==> config.mk <==
export PLATFORM = sky130hd
export DESIGN_NAME = butterfly_mult_add_sched
export DESIGN_NICKNAME = d
export VERILOG_FILES = /design/src/rtl/butterfly_mult_add_sched.sv
export SDC_FILE = /design/constraint.sdc
export NUM_CORES = 1
export LEC_CHECK = 0
export CELL_PAD_IN_SITES_DETAIL_PLACEMENT = 1
export CELL_PAD_IN_SITES_GLOBAL_PLACEMENT = 2
export CORE_MARGIN = 4
export CORE_UTILIZATION = 21
export DETAILED_ROUTE_END_ITERATION = 8
export GPL_TIMING_DRIVEN = 0
export PLACE_DENSITY = 0.83
export REMOVE_ABC_BUFFERS = 1
export SLEW_MARGIN = 5
export SYNTH_ARGS = -nofsm -noshare
export SYNTH_HDL_FRONTEND = slang
export SYNTH_SLANG_ARGS = --single-unit
==> constraint.sdc <==
create_clock -name clk -period 2.2 [get_ports clk]
set_clock_uncertainty 0.15 [all_clocks]
set_input_delay 0.22 -clock clk [delete_from_list [all_inputs] [get_ports clk]]
set_output_delay 0.22 -clock clk [all_outputs]
set_load 0.005 [all_outputs]
==> src/rtl/butterfly_mult_add_sched.sv <==
// Round-robin sequencer sharing one external 16-bit carry-chained adder between two
// wide-add requesters; each request runs one word per cycle, low word first.
module butterfly_mult_add_sched #(
    parameter int NWORDS = 2,
    parameter int IDXW   = 3
) (
    input  logic                 clk,
    input  logic                 reset_n,
    input  logic                 a_valid,
    output logic                 a_ready,
    input  logic [16*NWORDS-1:0] a_op1,
    input  logic [16*NWORDS-1:0] a_op2,
    input  logic                 a_cin,
    input  logic                 b_valid,
    output logic                 b_ready,
    input  logic [16*NWORDS-1:0] b_op1,
    input  logic [16*NWORDS-1:0] b_op2,
    input  logic                 b_cin,
    output logic [15:0]          add_operand1,
    output logic [15:0]          add_operand2,
    output logic                 add_carryin,
    input  logic [15:0]          add_result,
    input  logic                 add_carry_out,
    output logic                 res_valid,
    input  logic                 res_ready,
    output logic [16*NWORDS-1:0] res_sum,
    output logic                 res_carry,
    output logic                 res_tag,
    output logic                 busy
);

    localparam int W = 16 * NWORDS;

    typedef enum logic [1:0] {
        IDLE = 2'd0,
        RUN  = 2'd1,
        DONE = 2'd2
    } state_t;

    state_t          state_r;
    state_t          state_nxt_s;
    logic [IDXW-1:0] idx_r;
    logic            carry_r;
    logic [W-1:0]    op1_r;
    logic [W-1:0]    op2_r;
    logic [W-1:0]    res_sum_r;
    logic            res_carry_r;
    logic            res_tag_r;
    logic            last_grant_r;
    logic            grant_a_s;
    logic            grant_b_s;
    logic            last_word_s;

    // Selects 16-bit word i of a wide operand without a variable part-select.
    function automatic logic [15:0] word_sel(input logic [W-1:0] v, input logic [IDXW-1:0] i);
        logic [15:0] w;
        w = 16'h0000;
        for (int k = 0; k < NWORDS; k++) begin
            w = w | (v[k*16 +: 16] & {16{i == IDXW'(k)}});
        end
        return w;
    endfunction

    assign last_word_s = (idx_r == IDXW'(NWORDS - 1));

    // Grant arbitration: single requester wins outright, a tie goes to the one not served last.
    always_comb begin
        grant_a_s = 1'b0;
        grant_b_s = 1'b0;
        if (state_r == IDLE && reset_n) begin
            if (a_valid && b_valid) begin
                grant_a_s = last_grant_r;
                grant_b_s = ~last_grant_r;
            end else begin
                grant_a_s = a_valid;
                grant_b_s = b_valid;
            end
        end else begin
            grant_a_s = 1'b0;
            grant_b_s = 1'b0;
        end
    end

    // Next-state decode.
    always_comb begin
        state_nxt_s = state_r;
        case (state_r)
            IDLE: begin
                if (grant_a_s || grant_b_s) begin
                    state_nxt_s = RUN;
                end else begin
                    state_nxt_s = IDLE;
                end
            end
            RUN: begin
                if (last_word_s) begin
                    state_nxt_s = DONE;
                end else begin
                    state_nxt_s = RUN;
                end
            end
            DONE: begin
                if (res_ready) begin
                    state_nxt_s = IDLE;
                end else begin
                    state_nxt_s = DONE;
                end
            end
            default: state_nxt_s = IDLE;
        endcase
    end

    // Adder drive: current word and chained carry while running, quiet otherwise.
    always_comb begin
        add_operand1 = 16'h0000;
        add_operand2 = 16'h0000;
        add_carryin  = 1'b0;
        if (state_r == RUN) begin
            add_operand1 = word_sel(op1_r, idx_r);
            add_operand2 = word_sel(op2_r, idx_r);
            add_carryin  = carry_r;
        end else begin
            add_operand1 = 16'h0000;
            add_operand2 = 16'h0000;
            add_carryin  = 1'b0;
        end
    end

    // State, operand capture and word-serial result accumulation.
    always_ff @(posedge clk) begin
        if (!reset_n) begin
            state_r      <= IDLE;
            idx_r        <= '0;
            carry_r      <= 1'b0;
            op1_r        <= '0;
            op2_r        <= '0;
            res_sum_r    <= '0;
            res_carry_r  <= 1'b0;
            res_tag_r    <= 1'b0;
            last_grant_r <= 1'b1;
        end else begin
            state_r <= state_nxt_s;
            case (state_r)
                IDLE: begin
                    if (grant_a_s || grant_b_s) begin
                        op1_r        <= grant_b_s ? b_op1 : a_op1;
                        op2_r        <= grant_b_s ? b_op2 : a_op2;
                        carry_r      <= grant_b_s ? b_cin : a_cin;
                        res_tag_r    <= grant_b_s;
                        last_grant_r <= grant_b_s;
                        idx_r        <= '0;
                    end
                end
                RUN: begin
                    for (int k = 0; k < NWORDS; k++) begin
                        if (idx_r == IDXW'(k)) begin
                            res_sum_r[k*16 +: 16] <= add_result;
                        end
                    end
                    carry_r <= add_carry_out;
                    if (last_word_s) begin
                        res_carry_r <= add_carry_out;
                        idx_r       <= '0;
                    end else begin
                        idx_r <= idx_r + IDXW'(1);
                    end
                end
                DONE: begin
                    idx_r <= '0;
                end
                default: begin
                    idx_r <= '0;
                end
            endcase
        end
    end

    assign a_ready   = grant_a_s;
    assign b_ready   = grant_b_s;
    assign res_valid = (state_r == DONE);
    assign busy      = (state_r != IDLE);
    assign res_sum   = res_sum_r;
    assign res_carry = res_carry_r;
    assign res_tag   = res_tag_r;

endmodule

==> results of run 1 <==
-- synthesized netlist by cell type (all sizes together) (2+ instances only) --
| cell type | instances |
|---|---|
| nand2b | 2 |
| o21ai | 69 |
| nand2 | 200 |
| a31oi | 65 |
| dfxtp | 105 |
| clkbuf | 26 |
| nor2b | 2 |
| nand4b | 2 |
| a22o | 32 |
| buf | 27 |
| inv | 3 |
| and2 | 2 |
| nor2 | 7 |
| a21oi | 42 |
-- worst max-delay path, cell delays in order, from the launching register on --
cell and delay [ns]:
sky130_fd_sc_hd__dfxtp_4 0.35, sky130_fd_sc_hd__nand2b_4 0.15, sky130_fd_sc_hd__nor4_4 0.23, sky130_fd_sc_hd__buf_4 0.18
sky130_fd_sc_hd__buf_12 0.12, sky130_fd_sc_hd__buf_12 0.12, sky130_fd_sc_hd__buf_6 0.09, sky130_fd_sc_hd__a22o_1 0.12
sky130_fd_sc_hd__buf_2 0.12
-- layout make-up --
type / count / area (µm²) / share of cell area (%)
clock buffers: 10 / 239 / 3.14
clock inverters: 6 / 61.3 / 0.805
inverters: 3 / 11.3 / 0.148
multi-input cells: 434 / 2250 / 29.6
flip-flops and latches: 105 / 2120 / 27.8
well taps: 275 / 344 / 4.52
repair buffers: 261 / 2600 / 34.1
-- sequential cells by signal, summed over array words and instances, names as in the netlist --
| name | cells |
|---|---|
| op1_r | 32 |
| res_sum | 32 |
| op2_r | 32 |
| res_tag | 1 |
| res_carry | 1 |
| state_r | 2 |
| carry_r | 1 |
| idx_r | 3 |
| last_grant_r | 1 |
-- cells by family (layout without fill, tap and decap cells) --
group | count (synthesis) | in the layout | share of synthesized area (%)
flops | 105 | 105 | 46.1
simple gates | 221 | 223 | 19.6
buf+inv | 56 | 280 | 6.37
compound gates | 210 | 210 | 27.6
mux | 1 | 1 | 0.247
-- layer usage --
layer	track usage, %	wire length, µm	part of all wire (%)	vias to the layer above
met3	4.87	1460	7.5	17
met5	0	0	0	-
li1	-	-	-	2508
met1	20.1	8630	44	2405
met2	26.4	9170	47	164
met4	3.83	311	1.6	0
-- worst paths after layout --
check / to / cells after the start
hold / removal: op2_r[4] / 3
setup reg to reg: op1_r[14] / 7
hold reg to reg: res_sum[23] / 2
setup / recovery: add_operand2[12] / 8
-- layout by cell type (no fill, tap or decap), drive strengths merged, types with 3 or more instances in the layout --
cell type and count:
a21oi 42, a22o 32, a31oi 65, and2 3, buf 68, clkbuf 12
clkdlybuf4s50 185, clkinv 3, dfxtp 105, dlygate4sd2 4, inv 5, nand2 201
nor2 7, o21ai 69
-- stage by stage --
stage,cell area (µm²),TNS (ns)
after floorplan,4280,-109.50
after global placement,6840,-469.85
after detailed placement,7050,-36.62
after CTS,7620,-0.664
after global routing,7620,-1.59
final,7620,-0.0135
-- what timing repair did --
item | 4_1_cts | 5_1_grt
hold endpoints to repair | 0 | 0
resized for setup | 151 | 9
cloned | 5 | 0
buffers inserted | 25 | 3
pin swaps | 8 | 5
setup endpoints to repair | 56 | 32
-- report_power, final --
| group | switching [mW] | internal (mW) | leakage, nW |
|---|---|---|---|
| Clock | 0.811 | 0.827 | 0.144 |
| Sequential | 0.0870 | 2.05 | 0.865 |
| Combinational | 0.540 | 0.667 | 1.97 |
==> insert_results.sql, run 1 <==
INSERT INTO impl_metrics (metric_group, metric, value, unit) VALUES
('timing', 'unrepaired_setup_endpoints_after_global_routing', 'true', ''),
('cells_and_area', 'final_layout_size_suffix_gt1_share', '13.1', '%'),
('power_and_ir_drop', 'power_density', '654', 'nW/µm²'),
('timing', 'setup_ws', '-0.0112', 'ns'),
('floorplanning', 'fp-row-count', '53', ''),
('floorplanning', 'initial_utilization', '21.5', '%'),
('grt', 'first_pass_grt_wire_length', '30000', 'µm'),
('detailed_routing', 'detail_route.wl_per_cell', '17.9', 'µm'),
('timing', 'finalHoldViolCount', '0', ''),
('floorplanning', 'core_region_area', '21200', 'µm²'),
('clock_network', 'cts_inserted_buffers', '9', ''),
('placement', 'buffer_ports.inserted', '222', ''),
('floorplanning', 'chipWidth', '155', 'µm'),
('timing', 'period_share', '101', '%'),
('timing', 'final_max_slew_viol_count', '0', ''),
('placement', 'gp_congestion', '0.714', ''),
('detailed_routing', 'post-route-drc-count', '0', ''),
('timing', 'post_route_worst_hold_slack', '0.137', 'ns'),
('detailed_routing', 'post_detailed_route_via_to_cell_ratio', '4.66', ''),
('critical_path', 'worst-path-max-fanout', '6', ''),
('timing', 'maxClockFrequency', '452', 'MHz'),
('grt', 'maximum_number_of_pins_on_one_net_before_global_route_repair', '44', ''),
('critical_path', 'worst_setup_path_startpoint', 'state_r[1]', ''),
('synthesis', 'synth_area_per_cell', '7.68', 'µm²'),
('detailed_routing', 'drt.antenna.violating_nets', '0', ''),
('placement', 'place_ws', '-0.565', 'ns'),
('critical_path', 'worstReg2RegStart', 'state_r[1]', ''),
('floorplanning', 'floorplan.die_area', '24100', 'µm²'),
('critical_path', 'worst-endpoint-arrival', '1.84', 'ns'),
('critical_path', 'crit_required', '1.83', 'ns'),
('synthesis', 'synth_cells', '593', ''),
('synthesis', 'synth_top_area_share', '46.1', '%'),
('cells_and_area', 'fin_nets', '966', ''),
('timing', 'report.final.setup_viol', '3', ''),
('synthesis', 'ys_async_sr_fraction', '0', '%'),
('grt', 'antenna_found_initial', '0', ''),
('power_and_ir_drop', 'ir_drop', '0.000397', 'V'),
('timing', 'slew-limit-headroom', '51.0', '%'),
('placement', 'place_inst', '1047', ''),
('timing', 'worst-slew-pin-transition', '0.734', 'ns'),
('floorplanning', 'dieHeight', '155', 'µm'),
('synthesis', 'netlist_top_cells_area', 'sky130_fd_sc_hd__dfxtp_1 46%, sky130_fd_sc_hd__nand2_1 16%, sky130_fd_sc_hd__a31oi_1 8.9%', ''),
('job', 'maxCapViolations', '0', ''),
('clock_network', 'clock-sinks', '105', ''),
('clock_network', 'worstSkewPairLatency', '0.35', 'ns'),
('cells_and_area', 'fin_cells', '1094', ''),
('cells_and_area', 'post-route-util', '36.0', '%'),
('clock_network', 'clockRootBuffer', 'sky130_fd_sc_hd__clkbuf_16', ''),
('critical_path', 'critPathLaunchType', 'flop', ''),
('cells_and_area', 'antenna_cells', '0', ''),
('min_path', 'holdCritPathClass', 'in -> reg', ''),
('clock_network', 'post_cts_hold_buffer_count', '0', ''),
('synthesis', 'total_of_flip_flops_plus_latches_after_synthesis', '105', ''),
('detailed_routing', 'detail_route.first_pass.iterations', '4', ''),
('run_status', 'violated_checks', 'negative setup slack', ''),
('critical_path', 'end_kind', 'primary output', ''),
('detailed_routing', 'detail_route.wirelength', '19600', 'µm'),
('cells_and_area', 'area_growth_from_synthesis_to_final_layout', '67.2', '%'),
('run_status', 'outcome', 'complete, but fails checks', ''),
('critical_path', 'setup.worst_path.class', 'reg -> out', ''),
('clock_network', 'ctsLongestPathBuffers', '2', ''),
('synthesis', 'synth.lib_cells_used.distinct', '28', ''),
('synthesis', 'number_of_synthesized_flops_with_an_enable_pin', '0', ''),
('clock_network', 'cts_tree', 'yes', ''),
('floorplanning', 'io_pins', '223', ''),
('synthesis', 'yosysWarningCount', '0', ''),
('synthesis', 'synth_largest_area_cell', 'sky130_fd_sc_hd__dfxtp_1', ''),
('cells_and_area', 'fill_cells', '2552', ''),
('critical_path', 'setup_slack_of_the_worst_register_to_register_path', '0.16', 'ns'),
('detailed_routing', 'detailedRoute.firstIterationViolations', '159', ''),
('synthesis', 'mappedNetlistArea', '4560', 'µm²');
Power figures use the tool's default switching activity.
==> inputs of run 2 (changes only) <==
--- a/config.mk
+++ b/config.mk
@@ -8,11 +8,12 @@
 export CELL_PAD_IN_SITES_DETAIL_PLACEMENT = 1
 export CELL_PAD_IN_SITES_GLOBAL_PLACEMENT = 2
 export CORE_MARGIN = 4
-export CORE_UTILIZATION = 21
+export CORE_UTILIZATION = 19
 export DETAILED_ROUTE_END_ITERATION = 8
 export GPL_TIMING_DRIVEN = 0
-export PLACE_DENSITY = 0.83
+export PLACE_DENSITY = 0.8
 export REMOVE_ABC_BUFFERS = 1
+export SETUP_SLACK_MARGIN = 0.4
 export SLEW_MARGIN = 5
 export SYNTH_ARGS = -nofsm -noshare
 export SYNTH_HDL_FRONTEND = slang
==> constraint.sdc (replaced) <==
create_clock -name clk -period 1.8 [get_ports clk]
set_clock_uncertainty 0.15 [all_clocks]
set_input_delay 0.18 -clock clk [delete_from_list [all_inputs] [get_ports clk]]
set_output_delay 0.18 -clock clk [all_outputs]
set_load 0.005 [all_outputs]
==> run 2 against run 1 <==
Effect of this change: the flow still finishes with violations (negative setup slack); non-clock buffer count rose by 87; final cell count grew 13%; sequential share of layout area down 5.5 points; via count increased by 11%; critical path type is now reg -> reg; critical endpoint is now op1_r[7].
==> insert_results.sql, run 2 (same netlist as run 1, synthesis figures left out) <==
INSERT INTO impl_metrics (metric_group, metric, value, unit) VALUES
('timing', 'period_share', '122', '%'),
('grt', 'grt_overflow', '0', ''),
('grt', 'first_pass_grt_wire_length', '35900', 'µm'),
('critical_path', 'setup_slack_of_the_worst_register_to_register_path', '-0.40', 'ns'),
('critical_path', 'worst-path-max-fanout', '8', ''),
('cells_and_area', 'area_growth_from_synthesis_to_final_layout', '109', '%'),
('placement', 'dp_hpwl', '12800', 'µm'),
('detailed_routing', 'met1_length', '10400', 'µm'),
('floorplanning', 'core_region_area', '23500', 'µm²'),
('power_and_ir_drop', 'switchingPower', '2.10', 'mW'),
('detailed_routing', 'post_detailed_route_via_to_cell_ratio', '4.58', ''),
('critical_path', 'longest_individual_stage_delay_on_the_worst_path', '0.41', 'ns'),
('detailed_routing', 'post-route-drc-count', '0', ''),
('grt', 'number_of_global_route_vias_before_repair', '5858', ''),
('placement', 'place_inst', '1092', ''),
('power_and_ir_drop', 'total_leakage_power', '3.90', 'nW'),
('placement', 'buffer_ports.inserted', '222', ''),
('cells_and_area', 'antenna_cells', '0', ''),
('power_and_ir_drop', 'power_density', '755', 'nW/µm²'),
('detailed_routing', 'drt.antenna.violating_nets', '0', ''),
('critical_path', 'end_kind', 'flop', ''),
('critical_path', 'worst-endpoint-arrival', '2.33', 'ns'),
('clock_network', 'cts_tree', 'yes', ''),
('detailed_routing', 'dr_total_vias', '5638', ''),
('floorplanning', 'chipWidth', '163', 'µm'),
('cells_and_area', 'area_occupied_by_multi_input_gates', '2640', 'µm²'),
('detailed_routing', 'highest_layer', 'met4', ''),
('floorplanning', 'initial_utilization', '19.4', '%'),
('timing', 'final_max_slew_viol_count', '0', ''),
('clock_network', 'cts_inserted_buffers', '9', ''),
('timing', 'maxClockFrequency', '454', 'MHz'),
('floorplanning', 'floorplan.die_area', '26500', 'µm²'),
('critical_path', 'critical-path-top-delay-family', 'buffers and inverters', ''),
('detailed_routing', 'detail_route.wl_per_cell', '20.8', 'µm'),
('critical_path', 'setup.worst_path.class', 'reg -> reg', ''),
('clock_network', 'cts.htree.levels', '3', ''),
('clock_network', 'clkSlewWorstSetupHoldPaths', '0.08', 'ns'),
('grt', 'grt_util_all_layers', '17.8', '%'),
('clock_network', 'worstSkewPairLatency', '0.36', 'ns'),
('power_and_ir_drop', 'proportion_of_power_drawn_by_combinational_gates', '31.7', '%'),
('grt', 'maximum_number_of_pins_on_one_net_before_global_route_repair', '45', ''),
('timing', 'setup_ws', '-0.403', 'ns'),
('cells_and_area', 'ff_latch_area', '2130', 'µm²'),
('cells_and_area', 'fin_cells', '1231', ''),
('timing', 'finalHoldViolCount', '0', ''),
('job', 'maxCapViolations', '0', ''),
('cells_and_area', 'layout.cells.most_common_list', '186 x sky130_fd_sc_hd__nand2_1, 149 x sky130_fd_sc_hd__clkdlybuf4s50_1, 94 x sky130_fd_sc_hd__dfxtp_1', ''),
('detailed_routing', 'detail_route.wirelength', '25600', 'µm'),
('power_and_ir_drop', 'fin_total_pwr', '7.21', 'mW'),
('power_and_ir_drop', 'ir_drop', '0.000406', 'V'),
('timing', 'slew-limit-headroom', '57.5', '%'),
('floorplanning', 'io_pins', '223', ''),
('critical_path', 'timing.critical_path.cells', 'buf_6 > or3b_4 > buf_6 > nor2_4 > buf_12 > buf_6 > buf_12 > buf_12 > buf_16 > o21ai_2 > a31oi_1', ''),
('clock_network', 'clockRootBuffer', 'sky130_fd_sc_hd__clkbuf_16', ''),
('critical_path', 'critPathLaunchType', 'flop', ''),
('timing', 'report.final.setup_viol', '105', ''),
('power_and_ir_drop', 'share_clk_of_total_power', '31.9', '%'),
('clock_network', 'clock-sinks', '105', ''),
('critical_path', 'cp_num_buf_inv', '7', ''),
('clock_network', 'post_cts_hold_buffer_count', '0', ''),
('detailed_routing', 'route.met2.wl', '13300', 'µm'),
('timing', 'min_period', '2.20', 'ns'),
('detailed_routing', 'met3RoutedLength', '1660', 'µm'),
('power_and_ir_drop', 'seqPwrFrac', '36.4', '%'),
('cells_and_area', 'final_layout_size_suffix_gt1_share', '30.3', '%'),
('cells_and_area', 'layout.cells.most_common', 'sky130_fd_sc_hd__nand2_1', ''),
('critical_path', 'critPathSlowestCell', 'sky130_fd_sc_hd__or3b_4', ''),
('detailed_routing', 'detailedRoute.firstIterationViolations', '232', ''),
('critical_path', 'crit_required', '1.93', 'ns'),
('cells_and_area', 'fill_cells', '2720', ''),
('power_and_ir_drop', 'power_switching_share', '29.2', '%'),
('grt', 'antenna_found_initial', '0', ''),
('detailed_routing', 'detail_route.first_pass.iterations', '4', ''),
('clock_network', 'ctsLongestPathBuffers', '2', ''),
('power_and_ir_drop', 'cellInternalPower', '5.10', 'mW'),
('timing', 'worst-slew-pin-transition', '0.634', 'ns'),
('floorplanning', 'dieHeight', '163', 'µm'),
('cells_and_area', 'fin_nets', '1059', ''),
('placement', 'gp_congestion', '0.713', ''),
('run_status', 'outcome', 'complete, but fails checks', ''),
('timing', 'unrepaired_setup_endpoints_after_global_routing', 'true', ''),
('min_path', 'holdCritPathClass', 'in -> reg', ''),
('floorplanning', 'fp-row-count', '56', ''),
('run_status', 'violated_checks', 'negative setup slack', '');
## run 2: metrics by stage
stage          instance area [µm²]  worst slack [ns]  util (%)  hold slack [ns]  setup TNS (ns)
2_1_floorplan                 4280             -1.41         -            0.106         -157.95
3_3_place_gp                  6900             -4.45      29.3            0.292         -537.04
3_5_place_dp                  7130            -0.865      30.3            0.296          -71.11
4_1_cts                       8910            -0.444      37.9           0.0659          -28.17
5_1_grt                       9540            -0.546      40.5           0.0938          -41.85
6_report                      9540            -0.403      40.5           0.0867          -32.25
## run 2: layer usage
metal,up-vias,global-route usage (%)
met2,174,32.6
met1,2722,20.8
met3,21,5.16
met5,-,0
met4,0,3.16
li1,2721,-
## run 2: worst reg2reg max path, delay by kind of cell (launching register included)
family	cells	cell delay [ns]
and+or+nand+nor	2	0.55
DFF	1	0.36
AOI/OAI and AO/OA	2	0.24
buffers and inverters	7	0.83
## run 2: path summary, 6_finish.rpt
path | start | end | cells past startpoint
setup / recovery | state_r[1] | op1_r[7] | 11
hold / removal | reset_n | last_grant_r | 2
setup reg to reg | state_r[1] | op1_r[7] | 11
hold reg to reg | res_sum[8] | res_sum[8] | 2
## run 2: final cells by class
class	count	area share, %
Multi-Input combinational cell	438	27.7
Timing Repair Buffer	348	42.0
Tap cell	319	4.18
Inverter	3	0.157
Clock buffer	10	2.50
Clock inverter	6	1.02
Timing Repair inverter	2	0.131
Sequential cell	105	22.3
## run 2: what timing repair did
item | CTS | global route
gates cloned | 25 | 4
setup endpoints to repair | 175 | 143
pin swaps | 27 | 34
gates resized for setup | 335 | 75
buffers inserted | 73 | 21
hold endpoints to repair | 0 | 0
## run 2: power groups by stage
stage          Sequential [mW]  Clock, mW  Combinational, mW
2_1_floorplan             2.64          0              0.499
3_3_place_gp              2.66          0               1.26
3_5_place_dp              2.66          0               1.31
4_1_cts                   2.62       2.37               2.03
5_1_grt                   2.65       2.47               2.43
6_report                  2.62       2.30               2.28
==> inputs of run 3 (changes only) <==
--- a/config.mk
+++ b/config.mk
@@ -7,12 +7,10 @@
 export LEC_CHECK = 0
 export CELL_PAD_IN_SITES_DETAIL_PLACEMENT = 1
 export CELL_PAD_IN_SITES_GLOBAL_PLACEMENT = 2
-export CORE_MARGIN = 4
 export CORE_UTILIZATION = 19
 export DETAILED_ROUTE_END_ITERATION = 8
 export GPL_TIMING_DRIVEN = 0
 export PLACE_DENSITY = 0.8
-export REMOVE_ABC_BUFFERS = 1
 export SETUP_SLACK_MARGIN = 0.4
 export SLEW_MARGIN = 5
 export SYNTH_ARGS = -nofsm -noshare
==> run 3 against run 2 <==
Effect of this change: the run still ends with negative setup slack left; sequential share of layout area rose by 1.0 points; count of clock-buffer cells in the layout rose by 1; global-route usage rose by 0.19 points; utilization fell by 1.6 points; critical path depth fell by 3; non-clock buffer count fell by 11; first-iteration DRC count fell by 27%; via count fell by 2.4%; maximum frequency rose by 3.1%; worst setup slack improved by 0.066 ns; register-to-register slack improved by 0.19 ns; die area fell by 7.2%; highest routed layer is now met5.
==> insert_results.sql, run 3 (same netlist as run 1, synthesis figures left out) <==
INSERT INTO impl_metrics (metric_group, metric, value, unit) VALUES
('floorplanning', 'initial_utilization', '19.4', '%'),
('clock_network', 'clockRootBuffer', 'sky130_fd_sc_hd__clkbuf_16', ''),
('floorplanning', 'floorplan.die_area', '24600', 'µm²'),
('cells_and_area', 'layout.cells.most_common_list', '190 x sky130_fd_sc_hd__nand2_1, 149 x sky130_fd_sc_hd__clkdlybuf4s50_1, 90 x sky130_fd_sc_hd__dfxtp_1', ''),
('floorplanning', 'io_pins', '223', ''),
('critical_path', 'critPathSlowestCell', 'sky130_fd_sc_hd__dfxtp_4', ''),
('critical_path', 'timing.critical_path.cells', 'buf_6 > nor4_4 > buf_6 > buf_6 > buf_6 > buf_8 > a22o_1 > buf_2', ''),
('power_and_ir_drop', 'share_clk_of_total_power', '29.5', '%'),
('placement', 'dp_hpwl', '15200', 'µm'),
('floorplanning', 'dieHeight', '157', 'µm'),
('timing', 'maxClockFrequency', '468', 'MHz'),
('timing', 'final_max_slew_viol_count', '0', ''),
('timing', 'min_period', '2.14', 'ns'),
('cells_and_area', 'final_layout_size_suffix_gt1_share', '30.0', '%'),
('clock_network', 'ctsLongestPathBuffers', '2', ''),
('power_and_ir_drop', 'power_density', '725', 'nW/µm²'),
('run_status', 'violated_checks', 'negative setup slack', ''),
('clock_network', 'cts_tree', 'yes', ''),
('grt', 'grt_util_all_layers', '18.0', '%'),
('critical_path', 'setup_slack_of_the_worst_register_to_register_path', '-0.21', 'ns'),
('clock_network', 'post_cts_hold_buffer_count', '0', ''),
('cells_and_area', 'fill_cells', '2694', ''),
('detailed_routing', 'drt.antenna.violating_nets', '0', ''),
('critical_path', 'critical-path-top-delay-family', 'buffers and inverters', ''),
('power_and_ir_drop', 'cellInternalPower', '4.64', 'mW'),
('power_and_ir_drop', 'proportion_of_power_drawn_by_combinational_gates', '30.9', '%'),
('placement', 'place_ws', '-0.790', 'ns'),
('critical_path', 'crit_path_frequent_cell', 'sky130_fd_sc_hd__buf_6', ''),
('detailed_routing', 'detail_route.wl_per_cell', '18.6', 'µm'),
('grt', 'number_of_global_route_vias_before_repair', '5578', ''),
('floorplanning', 'chipWidth', '157', 'µm'),
('power_and_ir_drop', 'ir_drop', '0.000369', 'V'),
('timing', 'unrepaired_setup_endpoints_after_global_routing', 'true', ''),
('detailed_routing', 'post_detailed_route_via_to_cell_ratio', '4.53', ''),
('grt', 'grt_overflow', '0', ''),
('critical_path', 'setup.worst_path.class', 'reg -> out', ''),
('synthesis', 'postSynthNetCount', '745', ''),
('grt', 'antenna_found_initial', '3', ''),
('critical_path', 'crit_required', '1.47', 'ns'),
('timing', 'period_share', '119', '%'),
('power_and_ir_drop', 'seqPwrFrac', '39.7', '%'),
('timing', 'slew-limit-headroom', '49.8', '%'),
('critical_path', 'critPathLaunchType', 'flop', ''),
('cells_and_area', 'area_growth_from_synthesis_to_final_layout', '101', '%'),
('clock_network', 'cts_inserted_buffers', '9', ''),
('clock_network', 'clkSlewWorstSetupHoldPaths', '0.07', 'ns'),
('timing', 'worst-slew-pin-transition', '0.754', 'ns'),
('placement', 'gp_congestion', '0.751', ''),
('clock_network', 'clock-sinks', '105', ''),
('critical_path', 'longest_individual_stage_delay_on_the_worst_path', '0.36', 'ns'),
('detailed_routing', 'post-route-drc-count', '0', ''),
('grt', 'maximum_number_of_pins_on_one_net_before_global_route_repair', '18', ''),
('detailed_routing', 'detail_route.first_pass.iterations', '4', ''),
('power_and_ir_drop', 'power_switching_share', '29.9', '%'),
('floorplanning', 'core_region_area', '23500', 'µm²'),
('floorplanning', 'fp-row-count', '56', ''),
('power_and_ir_drop', 'total_leakage_power', '3.69', 'nW'),
('power_and_ir_drop', 'switchingPower', '1.98', 'mW'),
('placement', 'buffer_ports.inserted', '222', ''),
('timing', 'post_route_worst_hold_slack', '0.168', 'ns'),
('timing', 'finalHoldViolCount', '0', ''),
('critical_path', 'worst-endpoint-arrival', '1.81', 'ns'),
('detailed_routing', 'detailedRoute.firstIterationViolations', '169', ''),
('cells_and_area', 'layout.cells.most_common', 'sky130_fd_sc_hd__nand2_1', ''),
('detailed_routing', 'detail_route.wirelength', '22500', 'µm'),
('detailed_routing', 'dr_total_vias', '5500', ''),
('min_path', 'holdCritPathClass', 'in -> reg', ''),
('critical_path', 'cp_num_buf_inv', '6', ''),
('cells_and_area', 'fin_nets', '1040', ''),
('job', 'maxCapViolations', '0', ''),
('timing', 'setup_ws', '-0.337', 'ns'),
('critical_path', 'worst-path-max-fanout', '7', ''),
('critical_path', 'end_kind', 'primary output', ''),
('run_status', 'outcome', 'complete, but fails checks', ''),
('clock_network', 'worstSkewPairLatency', '0.36', 'ns'),
('grt', 'first_pass_grt_wire_length', '32700', 'µm'),
('timing', 'report.final.setup_viol', '109', ''),
('clock_network', 'cts.htree.levels', '3', '');
[run 3: cell count changes in the layout (fill, tap and decap cells not counted), moves of 5 or more]
cell,before,now
sky130_fd_sc_hd__o21ai_1,39,14
sky130_fd_sc_hd__buf_4,26,9
sky130_fd_sc_hd__o21ai_0,8,23
sky130_fd_sc_hd__buf_12,29,15
sky130_fd_sc_hd__buf_16,21,7
sky130_fd_sc_hd__buf_8,10,23
sky130_fd_sc_hd__clkbuf_2,0,13
sky130_fd_sc_hd__a31oi_1,55,46
sky130_fd_sc_hd__a31oi_4,7,16
sky130_fd_sc_hd__clkbuf_1,0,9
sky130_fd_sc_hd__o21ai_2,22,31
sky130_fd_sc_hd__buf_6,43,38
sky130_fd_sc_hd__nand2_2,10,5
[run 3: final timing paths]
| path | cells after the start | startpoint | endpoint |
|---|---|---|---|
| min reg2reg | 2 | res_sum[7] | res_sum[7] |
| max reg2reg | 9 | state_r[1] | op2_r[31] |
| max | 8 | idx_r[0] | add_operand2[1] |
| min | 3 | b_valid | last_grant_r |
[run 3: layer usage]
metal / track usage [%] / vias to the layer above / wire [µm]
li1: - / 2673 / -
met4: 4.39 / 2 / 382
met5: 0 / - / 17
met2: 31.4 / 157 / 11200
met3: 4.51 / 20 / 1240
met1: 21.9 / 2648 / 9680
[run 3: cell type report]
class                      instances  area, µm²  share of cell area [%]
antenna                            2       5.00                  0.0548
buffer                            53        558                    6.11
clock buffer                      11        243                    2.66
clock inverter                     5       38.8                   0.424
inverter                           3       11.3                   0.123
multi-input combinational        432       2760                    30.2
sequential                       105       2130                    23.3
tap                              319        399                    4.37
timing repair buffer             284       2990                    32.7
[run 3: power groups by stage]
stage	logic (mW)	clock network [mW]	registers (mW)
floorplan	0.601	0	2.64
finish	2.05	1.95	2.63
global placement	1.37	0	2.67
CTS	1.76	2.03	2.61
global route	2.19	2.11	2.65
detailed placement	1.38	0	2.67
[run 3: timing repair]
item,4_1_cts,5_1_grt
resized for setup,307,152
buffers inserted,34,13
gates cloned,12,3
pin swaps,24,28
endpoints found under the setup margin,172,140
[run 3: stage by stage]
step	util [%]	std cells	cell area (µm²)	TNS [ns]	power, mW
floorplan	-	593	4620	0	3.24
global placement	30.8	1134	7240	-59.05	4.04
detailed placement	30.8	1134	7240	-59.50	4.05
CTS	35.3	1196	8280	-20.73	6.39
global route	38.9	1214	9140	-25.17	6.95
finish	38.9	1214	9140	-18.52	6.63
[run 3: worst register-to-register path, delay by kind of cell (launching register included)]
| kind | cells | cell delay, ns |
|---|---|---|
| buf+inv | 6 | 0.76 |
| simple gates | 2 | 0.56 |
| flops | 1 | 0.37 |
| compound gates | 1 | 0.07 |
